**config.mk**
```make
export PLATFORM = sky130hd
export DESIGN_NAME = sobel_frame_sequencer
export DESIGN_NICKNAME = d
export VERILOG_FILES = /design/src/rtl/sobel_frame_sequencer.sv
export SDC_FILE = /design/constraint.sdc
export NUM_CORES = 1
export LEC_CHECK = 0
export ABC_AREA = 1
export ABC_CLOCK_PERIOD_IN_PS = 6670
export CORE_MARGIN = 5
export CORE_UTILIZATION = 45
export CTS_BUF_LIST = sky130_fd_sc_hd__clkbuf_4 sky130_fd_sc_hd__clkbuf_8
export DETAILED_ROUTE_END_ITERATION = 6
export GPL_ROUTABILITY_DRIVEN = 0
export PLACE_DENSITY = 0.81
export SETUP_SLACK_MARGIN = 0.1
export SLEW_MARGIN = 20
export SYNTH_ARGS = -nofsm -noshare
export SYNTH_HDL_FRONTEND = slang
export SYNTH_SLANG_ARGS = --single-unit
export TNS_END_PERCENT = 100
```
**constraint.sdc**
```tcl
create_clock -name i_clk -period 6.67 [get_ports i_clk]
set_input_delay 2.001 -clock i_clk [delete_from_list [all_inputs] [get_ports i_clk]]
set_output_delay 2.001 -clock i_clk [all_outputs]
set_load 0.005 [all_outputs]
```
**src/rtl/sobel_frame_sequencer.sv**
```systemverilog
// ============================================================================
// sobel_frame_sequencer
//
// Frame-level controller that sits between the frame buffer / DMA stream and
// the Sobel filter. On a start request it passes exactly IMG_W*IMG_H source
// pixels into the filter's 24-bit input channel. It then rejoins the filter's
// three independent 8-bit result channels into one 24-bit pixel stream that
// carries end-of-line and end-of-frame markers. A one-cycle done pulse follows
// the delivery of the last joined pixel.
//
// Ports
//   i_clk, i_rst         clock (rising edge), asynchronous active-high reset
//   i_start              start one frame (only honoured in IDLE)
//   o_busy, o_done       frame in progress / one-cycle completion pulse
//   i_src_*, o_src_busy  source pixel stream (vld/busy handshake)
//   o_rgb_*, i_rgb_busy  filter input channel
//   i_new{R,G,B}_*       filter result channels, one byte each
//   o_new{R,G,B}_busy    per-channel result backpressure
//   o_pix_*, i_pix_busy  joined output stream with eol/last markers
//
// Every channel uses the same handshake: a transfer happens on a cycle with
// vld=1 and busy=0.
// ============================================================================
module sobel_frame_sequencer #(
    parameter int IMG_W = 256,
    parameter int IMG_H = 256,
    parameter int CW    = 17
) (
    input  logic        i_clk,
    input  logic        i_rst,

    input  logic        i_start,
    output logic        o_busy,
    output logic        o_done,

    input  logic        i_src_vld,
    input  logic [23:0] i_src_data,
    output logic        o_src_busy,

    output logic        o_rgb_vld,
    output logic [23:0] o_rgb_data,
    input  logic        i_rgb_busy,

    input  logic        i_newR_vld,
    input  logic [7:0]  i_newR_data,
    output logic        o_newR_busy,
    input  logic        i_newG_vld,
    input  logic [7:0]  i_newG_data,
    output logic        o_newG_busy,
    input  logic        i_newB_vld,
    input  logic [7:0]  i_newB_data,
    output logic        o_newB_busy,

    output logic        o_pix_vld,
    output logic [23:0] o_pix_data,
    output logic        o_pix_eol,
    output logic        o_pix_last,
    input  logic        i_pix_busy
);

    // Frame geometry expressed in counter width so every compare is CW bits.
    localparam int            NPIX     = IMG_W * IMG_H;
    localparam logic [CW-1:0] N_PIX    = CW'(NPIX);
    localparam logic [CW-1:0] N_LAST   = CW'(NPIX - 1);
    localparam logic [CW-1:0] COL_LAST = CW'(IMG_W - 1);
    localparam logic [CW-1:0] ONE      = CW'(1);

    typedef enum logic [1:0] {
        IDLE  = 2'd0,
        RUN   = 2'd1,
        DRAIN = 2'd2,
        DONE  = 2'd3
    } state_t;

    state_t        r_state;
    state_t        w_nextState;

    logic [CW-1:0] r_inCnt;
    logic [CW-1:0] r_outCnt;
    logic [CW-1:0] r_col;

    logic [7:0]    r_holdR;
    logic [7:0]    r_holdG;
    logic [7:0]    r_holdB;
    logic          r_fullR;
    logic          r_fullG;
    logic          r_fullB;

    logic          r_pixVld;
    logic [23:0]   r_pixData;
    logic          r_pixEol;
    logic          r_pixLast;

    logic          w_feedEn;
    logic          w_inXfer;
    logic          w_outXfer;
    logic          w_joinOpen;
    logic          w_newRBusy;
    logic          w_newGBusy;
    logic          w_newBBusy;
    logic          w_capR;
    logic          w_capG;
    logic          w_capB;
    logic          w_allFull;
    logic          w_startAccept;
    logic          w_lastOut;

    // ------------------------------------------------------------------------
    // Handshake decodes shared by the FSM, counters and join path.
    // ------------------------------------------------------------------------
    assign w_startAccept = (r_state == IDLE) && i_start;

    // Feed path is a pure pass-through: the source stream is gated off
    // outside RUN and once the whole frame has been handed to the filter.
    assign w_feedEn   = (r_state == RUN) && (r_inCnt < N_PIX);
    assign o_rgb_vld  = w_feedEn && i_src_vld;
    assign o_rgb_data = i_src_data;
    assign o_src_busy = !w_feedEn || i_rgb_busy;
    assign w_inXfer   = o_rgb_vld && !i_rgb_busy;

    assign w_outXfer  = r_pixVld && !i_pix_busy;
    assign w_lastOut  = w_outXfer && (r_outCnt == N_LAST);

    // Results arriving outside a frame are held off rather than captured,
    // so a filter that is still flushing cannot leak into the next frame.
    assign w_joinOpen = (r_state == RUN) || (r_state == DRAIN);
    assign w_newRBusy = r_fullR || !w_joinOpen;
    assign w_newGBusy = r_fullG || !w_joinOpen;
    assign w_newBBusy = r_fullB || !w_joinOpen;

    assign o_newR_busy = w_newRBusy;
    assign o_newG_busy = w_newGBusy;
    assign o_newB_busy = w_newBBusy;

    assign w_capR    = i_newR_vld && !w_newRBusy;
    assign w_capG    = i_newG_vld && !w_newGBusy;
    assign w_capB    = i_newB_vld && !w_newBBusy;
    assign w_allFull = r_fullR && r_fullG && r_fullB;

    assign o_busy     = (r_state != IDLE);
    assign o_done     = (r_state == DONE);
    assign o_pix_vld  = r_pixVld;
    assign o_pix_data = r_pixData;
    assign o_pix_eol  = r_pixEol;
    assign o_pix_last = r_pixLast;

    // ------------------------------------------------------------------------
    // FSM state register.
    // ------------------------------------------------------------------------
    always_ff @(posedge i_clk or posedge i_rst) begin
        if (i_rst) begin
            r_state <= IDLE;
        end else begin
            r_state <= w_nextState;
        end
    end

    // ------------------------------------------------------------------------
    // FSM next-state logic. When the final input and the final output land in
    // the same cycle there is nothing left to drain, so RUN goes straight to
    // DONE.
    // ------------------------------------------------------------------------
    always_comb begin
        w_nextState = r_state;
        case (r_state)
            IDLE: begin
                if (i_start) begin
                    w_nextState = RUN;
                end
            end
            RUN: begin
                if (w_inXfer && (r_inCnt == N_LAST)) begin
                    w_nextState = w_lastOut ? DONE : DRAIN;
                end
            end
            DRAIN: begin
                if (w_lastOut) begin
                    w_nextState = DONE;
                end
            end
            DONE: begin
                w_nextState = IDLE;
            end
            default: begin
                w_nextState = IDLE;
            end
        endcase
    end

    // ------------------------------------------------------------------------
    // Frame counters. A start clears them; no transfer can happen in IDLE, so
    // the clear never competes with an increment.
    // ------------------------------------------------------------------------
    always_ff @(posedge i_clk or posedge i_rst) begin
        if (i_rst) begin
            r_inCnt  <= '0;
            r_outCnt <= '0;
            r_col    <= '0;
        end else if (w_startAccept) begin
            r_inCnt  <= '0;
            r_outCnt <= '0;
            r_col    <= '0;
        end else begin
            if (w_inXfer) begin
                r_inCnt <= r_inCnt + ONE;
            end
            if (w_outXfer) begin
                r_outCnt <= r_outCnt + ONE;
                r_col    <= (r_col == COL_LAST) ? '0 : (r_col + ONE);
            end
        end
    end

    // ------------------------------------------------------------------------
    // Per-channel holding registers. Each channel captures one byte and then
    // stalls until the joined pixel has left; an output transfer can only
    // happen while all three are full, so release and capture never overlap.
    // ------------------------------------------------------------------------
    always_ff @(posedge i_clk or posedge i_rst) begin
        if (i_rst) begin
            r_holdR <= '0;
            r_holdG <= '0;
            r_holdB <= '0;
            r_fullR <= 1'b0;
            r_fullG <= 1'b0;
            r_fullB <= 1'b0;
        end else if (w_outXfer) begin
            r_fullR <= 1'b0;
            r_fullG <= 1'b0;
            r_fullB <= 1'b0;
        end else begin
            if (w_capR) begin
                r_holdR <= i_newR_data;
                r_fullR <= 1'b1;
            end
            if (w_capG) begin
                r_holdG <= i_newG_data;
                r_fullG <= 1'b1;
            end
            if (w_capB) begin
                r_holdB <= i_newB_data;
                r_fullB <= 1'b1;
            end
        end
    end

    // ------------------------------------------------------------------------
    // Output register. It loads once all channels hold a byte and keeps the
    // pixel and its markers stable until the sink takes it. The markers come
    // from the column and output counters, which at load time describe the
    // pixel being loaded.
    // ------------------------------------------------------------------------
    always_ff @(posedge i_clk or posedge i_rst) begin
        if (i_rst) begin
            r_pixVld  <= 1'b0;
            r_pixData <= '0;
            r_pixEol  <= 1'b0;
            r_pixLast <= 1'b0;
        end else if (w_outXfer) begin
            r_pixVld <= 1'b0;
        end else if (w_allFull && !r_pixVld) begin
            r_pixVld  <= 1'b1;
            r_pixData <= {r_holdR, r_holdG, r_holdB};
            r_pixEol  <= (r_col == COL_LAST);
            r_pixLast <= (r_outCnt == N_LAST);
        end
    end

endmodule
```
==> results of run 1 <==
==> path summary, 6_finish.rpt <==
kind / startpoint / endpoint / slack (ns) / depth (start not counted)
max: i_src_vld / o_rgb_vld / 1.51 / 4
max in group asynchronous: i_rst / o_pix_data[13] / 3.51 / 3
min reg2reg: o_pix_data[21] / o_pix_data[21] / 0.49 / 2
min in group asynchronous: i_rst / o_pix_data[19] / 2.12 / 2
min: o_pix_data[21] / o_pix_data[21] / 0.49 / 2
max reg2reg: r_state[0] / r_col[6] / 4.54 / 9
==> cell type report <==
cell class	count	area [um2]	area share, %
inverter	106	400.4	6.239
clock inverter	5	67.56	1.053
clock buffer	11	151.4	2.359
timing repair buffer	69	683.2	10.65
multi-input combinational	453	2227	34.70
tap	168	210.2	3.276
sequential	107	2678	41.72
==> power breakdown <==
part           switching [mW]  internal, mW
sequential              0.106         0.841
combinational           0.413         0.339
clock                   0.230         0.199
total                   0.749          1.38
==> through the flow <==
step / std cells / power [mW] / hold WS [ns] / area (um2) / worst slack, ns
final: 919 / 2.128 / 0.4886 / 6417 / 1.506
after global routing: 919 / 2.295 / 0.5284 / 6417 / 1.424
after CTS: 919 / 2.158 / 0.4959 / 6417 / 1.499
after detailed placement: 903 / 1.718 / 0.4724 / 6198 / 1.494
after global placement: 903 / 1.693 / 0.4647 / 6198 / 1.502
after floorplan: 705 / 1.400 / 0.4549 / 5567 / 1.852
==> critical path: cells and delay by family <==
| family | cells | cell delay (ns) |
|---|---|---|
| AND/OR/NAND/NOR | 1 | 0.11 |
| buffers and inverters | 3 | 1.05 |
==> cells in the final DEF, fill, tap and decap left out, types with 3 or more instances in the layout <==
cell type        Yosys  layout
nand3_1             30      30
nor2_2               4       4
nand4_1             18      18
a21oi_1             38      38
ha_1                10      10
nand4_4              3       3
nand2_4              3       3
inv_2                6       6
buf_4               26       3
nand2_1            169     169
clkdlybuf4s50_1      0      66
dfrtp_1            107     107
nor3_1               5       5
clkbuf_8             1      11
nor2_4               4       4
o21ai_0             48      48
inv_1              100      99
o22ai_1              3       3
nor2_1              93      93
nand2_2              3       3
==> cell families (layout without fill, tap and decap cells) <==
logic type      Yosys count  in the layout  share of synthesized area, %
xor+xnor                  3              3                        0.4721
buf+inv                 145            191                         11.89
fa+ha+maj                10             10                         2.248
simple gates            342            342                         28.03
mux                       1              1                        0.2023
compound gates           97             97                         9.058
flops                   107            107                         48.10
==> sequential cells by signal (all words and copies together), names as in the netlist <==
signal,flops
r_fullB,1
o_pix_data,24
o_pix_last,1
r_fullR,1
r_state,2
r_fullG,1
r_outCnt,17
r_inCnt,17
o_pix_vld,1
r_holdB,8
o_pix_eol,1
r_col,17
r_holdR,8
r_holdG,8
==> routing by layer <==
layer	up-vias	routed length, um	track usage, %
li1	2276	-	-
met1	2004	4972	20.07
met2	98	5106	26.40
met3	13	954	6.387
met4	0	167	5.532
met5	-	0	0
==> flow_summary.yaml, run 1 <==
yosys:
  yosys_warnings: 0
  synthMostInstantiatedCell: "nand2_1"
  ys_seq_elements: 107
  synthCells: 705
  synth_area_leader_cell: "dfrtp_1"
  synth_top_area_share_pct: 48.10
  ys_top_cells_by_count: "169 x nand2_1, 107 x dfrtp_1, 100 x inv_1"
  synth.net_count: 772
  synth_area_leaders: "dfrtp_1 48%, nand2_1 11%, inv_1 6.7%, nor2_1 6.3%, o21ai_0 4.3%"
  synth_edf_count: 0
  synthArstFlopShare_pct: 100.0
  ys_seq_area_share_pct: 48.10
  syn_area_um2: 5567
  synth-main-ff-cell: "dfrtp_1"
  synth_cell_types: 38
  syn_avg_cell_area_um2: 7.896
sta:
  final_max_slew_viol_count: 0
  rsz0062_at_grt: "no"
  finalHoldViolCount: 0
  fin_crit_ns: 5.164
  clock_skew_ns: 0.008044
  tightest_slew_ns: 0.8278
  tns_ns: 0
  finalSetupViolations: 0
  fmax_mhz: 193.7
  slew_headroom_pct: 44.81
  fin_crit_sh_pct: 77.42
critical_path:
  crit_path_start_kind: "primary input"
  cp_cell_sequence: "clkdlybuf4s50_1 -> nand3_1 -> inv_1 -> clkdlybuf4s50_1"
  critPathMaxStageDelay_ns: 0.49
  crit_path_frequent_cell: "clkdlybuf4s50_1"
  arrival_ns: 3.16
  cp_max_fo: 2
  endpoint_kind: "primary output"
  worstSetupPathType: "in2out"
  crit_required_ns: 4.67
  crit_slowest_cell: "clkdlybuf4s50_1"
finish:
  area.growth.synth_to_final_pct: 15.28
  fin_nets: 813
  utilization_pct: 53.21
  nFillCells: 1101
  diodes: 0
  drive_gt1_share_pct: 6.391
routing:
  routed_wl_mm: 11.20
  wl_per_cell_um: 12.19
  num_vias: 4391
  postRouteAntennaNets: 0
  drt_iter0_drc: 243
  avgViaCountPerCell: 4.778
  drc: 0
  firstDrtPassIters: 5
global_route:
  overflow: 0
  antenna_found_initial: 0
  grt_max_degree: 68
  grt_pass1_vias: 4261
  grt_pass1_wl_mm: 19.53
  grt_use_total_pct: 16.35
clock_tree:
  cts_inserted_buffers: 9
  ctsHoldBuffers: 0
  postCtsSetupRepairBufs: 0
  cts_sinks: 107
  cts-root-buf: "clkbuf_8"
  cts_buffer_depth: 2
  cts_tree: "yes"
  cts.clk_slew.worst_paths_ns: 0.10
  post_cts_resized: 0
  clk_latency_ns: 0.38
  h-tree-depth: 3
die:
  die_y_um: 121.2
  io_pins: 115
  core_area_um2: 12060
  start_util_pct: 46.15
  dieArea_um2: 14690
  die_x_um: 121.2
  num_rows: 40
placement:
  hpwl_mm: 7.934
  io_buffers: 66
power_and_ir_drop:
  power-per-cell-area_nw_per_um2: 331.6
  ir_drop_mv: 0.2865
  p_leak_nw: 3.184
flow_run:
  cap_violations: 0
status:
  outcome: "complete, no violations"
worst_hold_path:
  hold_class: "reg2reg"
No activity file was read; power rests on OpenSTA's default activity.
==> inputs of run 2 (changes only) <==
--- a/config.mk
+++ b/config.mk
@@ -6,7 +6,7 @@
 export NUM_CORES = 1
 export LEC_CHECK = 0
 export ABC_AREA = 1
-export ABC_CLOCK_PERIOD_IN_PS = 6670
+export ABC_CLOCK_PERIOD_IN_PS = 4800
 export CORE_MARGIN = 5
 export CORE_UTILIZATION = 45
 export CTS_BUF_LIST = sky130_fd_sc_hd__clkbuf_4 sky130_fd_sc_hd__clkbuf_8
==> constraint.sdc (replaced) <==
create_clock -name i_clk -period 4.8 [get_ports i_clk]
set_input_delay 1.44 -clock i_clk [delete_from_list [all_inputs] [get_ports i_clk]]
set_output_delay 1.44 -clock i_clk [all_outputs]
set_load 0.005 [all_outputs]
==> run 2 against run 1 <==
Compared with the run above:
- total power increased by 36%
- clock power increased by 23%
- global-route usage decreased by 0.29 points
- critical path type unchanged
- first-iteration DRC count decreased by 6.2%
- sequential share of layout area increased by 0.14 points
- final area decreased by 0.33%
==> flow_summary.yaml, run 2 (synthesized netlist as in run 1, its figures left out) <==
sta:
  fmax_mhz: 245.9
  fin_crit_ns: 4.067
  clock_skew_ns: 0.01196
  final_max_slew_viol_count: 0
  tightest_slew_ns: 0.8261
  tns_ns: 0
  slew_headroom_pct: 44.76
  finalSetupViolations: 0
  rsz0062_at_grt: "no"
  fin_crit_sh_pct: 84.73
  fin_ws_ns: 0.7331
  finalHoldViolCount: 0
die:
  die_y_um: 121.2
  core_area_um2: 12060
  num_rows: 40
  io_pins: 115
  die_x_um: 121.2
  dieArea_um2: 14690
  start_util_pct: 46.15
finish:
  regArea_um2: 2678
  layout_commonest_cell: "nand2_1"
  area.growth.synth_to_final_pct: 14.90
  final_area_um2: 6396
  final_cell_mix: "169 x nand2_1, 107 x dfrtp_1, 99 x inv_1"
  diodes: 0
  largest_reg_flops: 24
  fin_nets: 815
  nFillCells: 1112
  drive_gt1_share_pct: 6.516
  multiInputGateArea_um2: 2227
global_route:
  overflow: 0
  grt_pass1_wl_mm: 19.24
  use_met1_pct: 19.63
  grt_use_met2_pct: 26.05
  grt_use_total_pct: 16.07
  grt_pass1_vias: 4294
  grt_max_degree: 56
  use_met3_pct: 7.226
  busiest_layer: "met2"
  antenna_found_initial: 0
placement:
  io_buffers: 66
  hpwl_mm: 8.097
  dpl_cell_area_um2: 6213
  pre_cts_slack_ns: 0.7387
routing:
  drc: 0
  routed_wl_mm: 11.07
  num_vias: 4407
  wl_per_cell_um: 12.03
  postRouteAntennaNets: 0
  drt_iter0_drc: 228
  firstDrtPassIters: 5
  avgViaCountPerCell: 4.790
clock_tree:
  postCtsSetupRepairBufs: 0
  cts_buffer_depth: 2
  cts_tree: "yes"
  clk_latency_ns: 0.38
  cts-root-buf: "clkbuf_8"
  post_cts_resized: 0
  h-tree-depth: 3
  cts.clk_slew.worst_paths_ns: 0.09
  cts_inserted_buffers: 9
  cts_sinks: 107
  ctsHoldBuffers: 0
critical_path:
  r2r_slack_ns: 2.70
  cp_max_fo: 2
  crit_start: "i_src_vld"
  crit_required_ns: 3.36
  arrival_ns: 2.63
  r2r-start: "r_state[0]"
  r2r_cells: 9
  r2r_end: "r_col[6]"
  endpoint_kind: "primary output"
  worstSetupPathType: "in2out"
  endpoint: "o_rgb_vld"
  crit_path_start_kind: "primary input"
power_and_ir_drop:
  ir_drop_mv: 0.3088
  p_leak_nw: 3.173
  power-per-cell-area_nw_per_um2: 451.7
worst_hold_path:
  hold_class: "reg2reg"
flow_run:
  cap_violations: 0
status:
  outcome: "complete, no violations"
run 2: changes by cell type in the layout (fill, tap and decap cells not counted), sizes merged:
cell | before | now
buf | 3 | 5
clkbuf | 11 | 10
clkinv | 2 | 1
inv | 108 | 109
clkinvlp | 0 | 1
bufinv | 1 | 0
run 2: final cells by class:
type / instances / share of cell area [%]
clock buffers: 10 / 2.152
clock inverters: 5 / 0.7042
inverters: 106 / 6.260
multi-input cells: 453 / 34.82
flip-flops and latches: 107 / 41.86
well taps: 168 / 3.286
repair buffers: 71 / 10.92
run 2: where the power goes:
group / internal, mW / switching, mW
clock network: 0.208 / 0.318
registers: 1.17 / 0.151
logic: 0.472 / 0.572
total: 1.85 / 1.04
run 2: how the worst min path moves through the flow:
stage | from | end | slack (ns) | cells past startpoint
global placement | o_pix_data[10] | o_pix_data[10] | 0.46 | 2
floorplan | r_inCnt[8] | r_inCnt[8] | 0.45 | 1
finish | o_pix_data[21] | o_pix_data[21] | 0.49 | 2
global route | o_pix_data[21] | o_pix_data[21] | 0.52 | 2
CTS | o_pix_data[21] | o_pix_data[21] | 0.50 | 2
detailed placement | o_pix_data[0] | o_pix_data[0] | 0.47 | 2
run 2: routing by layer:
layer	up-vias	part of all wire, %
li1	2284	-
met1	2025	46
met2	89	46
met3	9	7.9
met4	0	0.85
met5	-	0
run 2: metrics by stage:
stage / total power [mW] / utilization, % / std cells / hold slack [ns]
after floorplan: 1.946 / - / 705 / 0.4549
after global placement: 2.355 / 51.51 / 905 / 0.4646
after detailed placement: 2.394 / 51.51 / 905 / 0.4727
after CTS: 2.926 / 53.03 / 920 / 0.4968
after global routing: 3.123 / 53.03 / 920 / 0.5236
final: 2.889 / 53.03 / 920 / 0.4876
run 2: critical path, stage by stage:
cell	delay, ns
clkdlybuf4s50_1	0.51
nand3_1	0.12
inv_1	0.07
clkdlybuf4s50_1	0.49
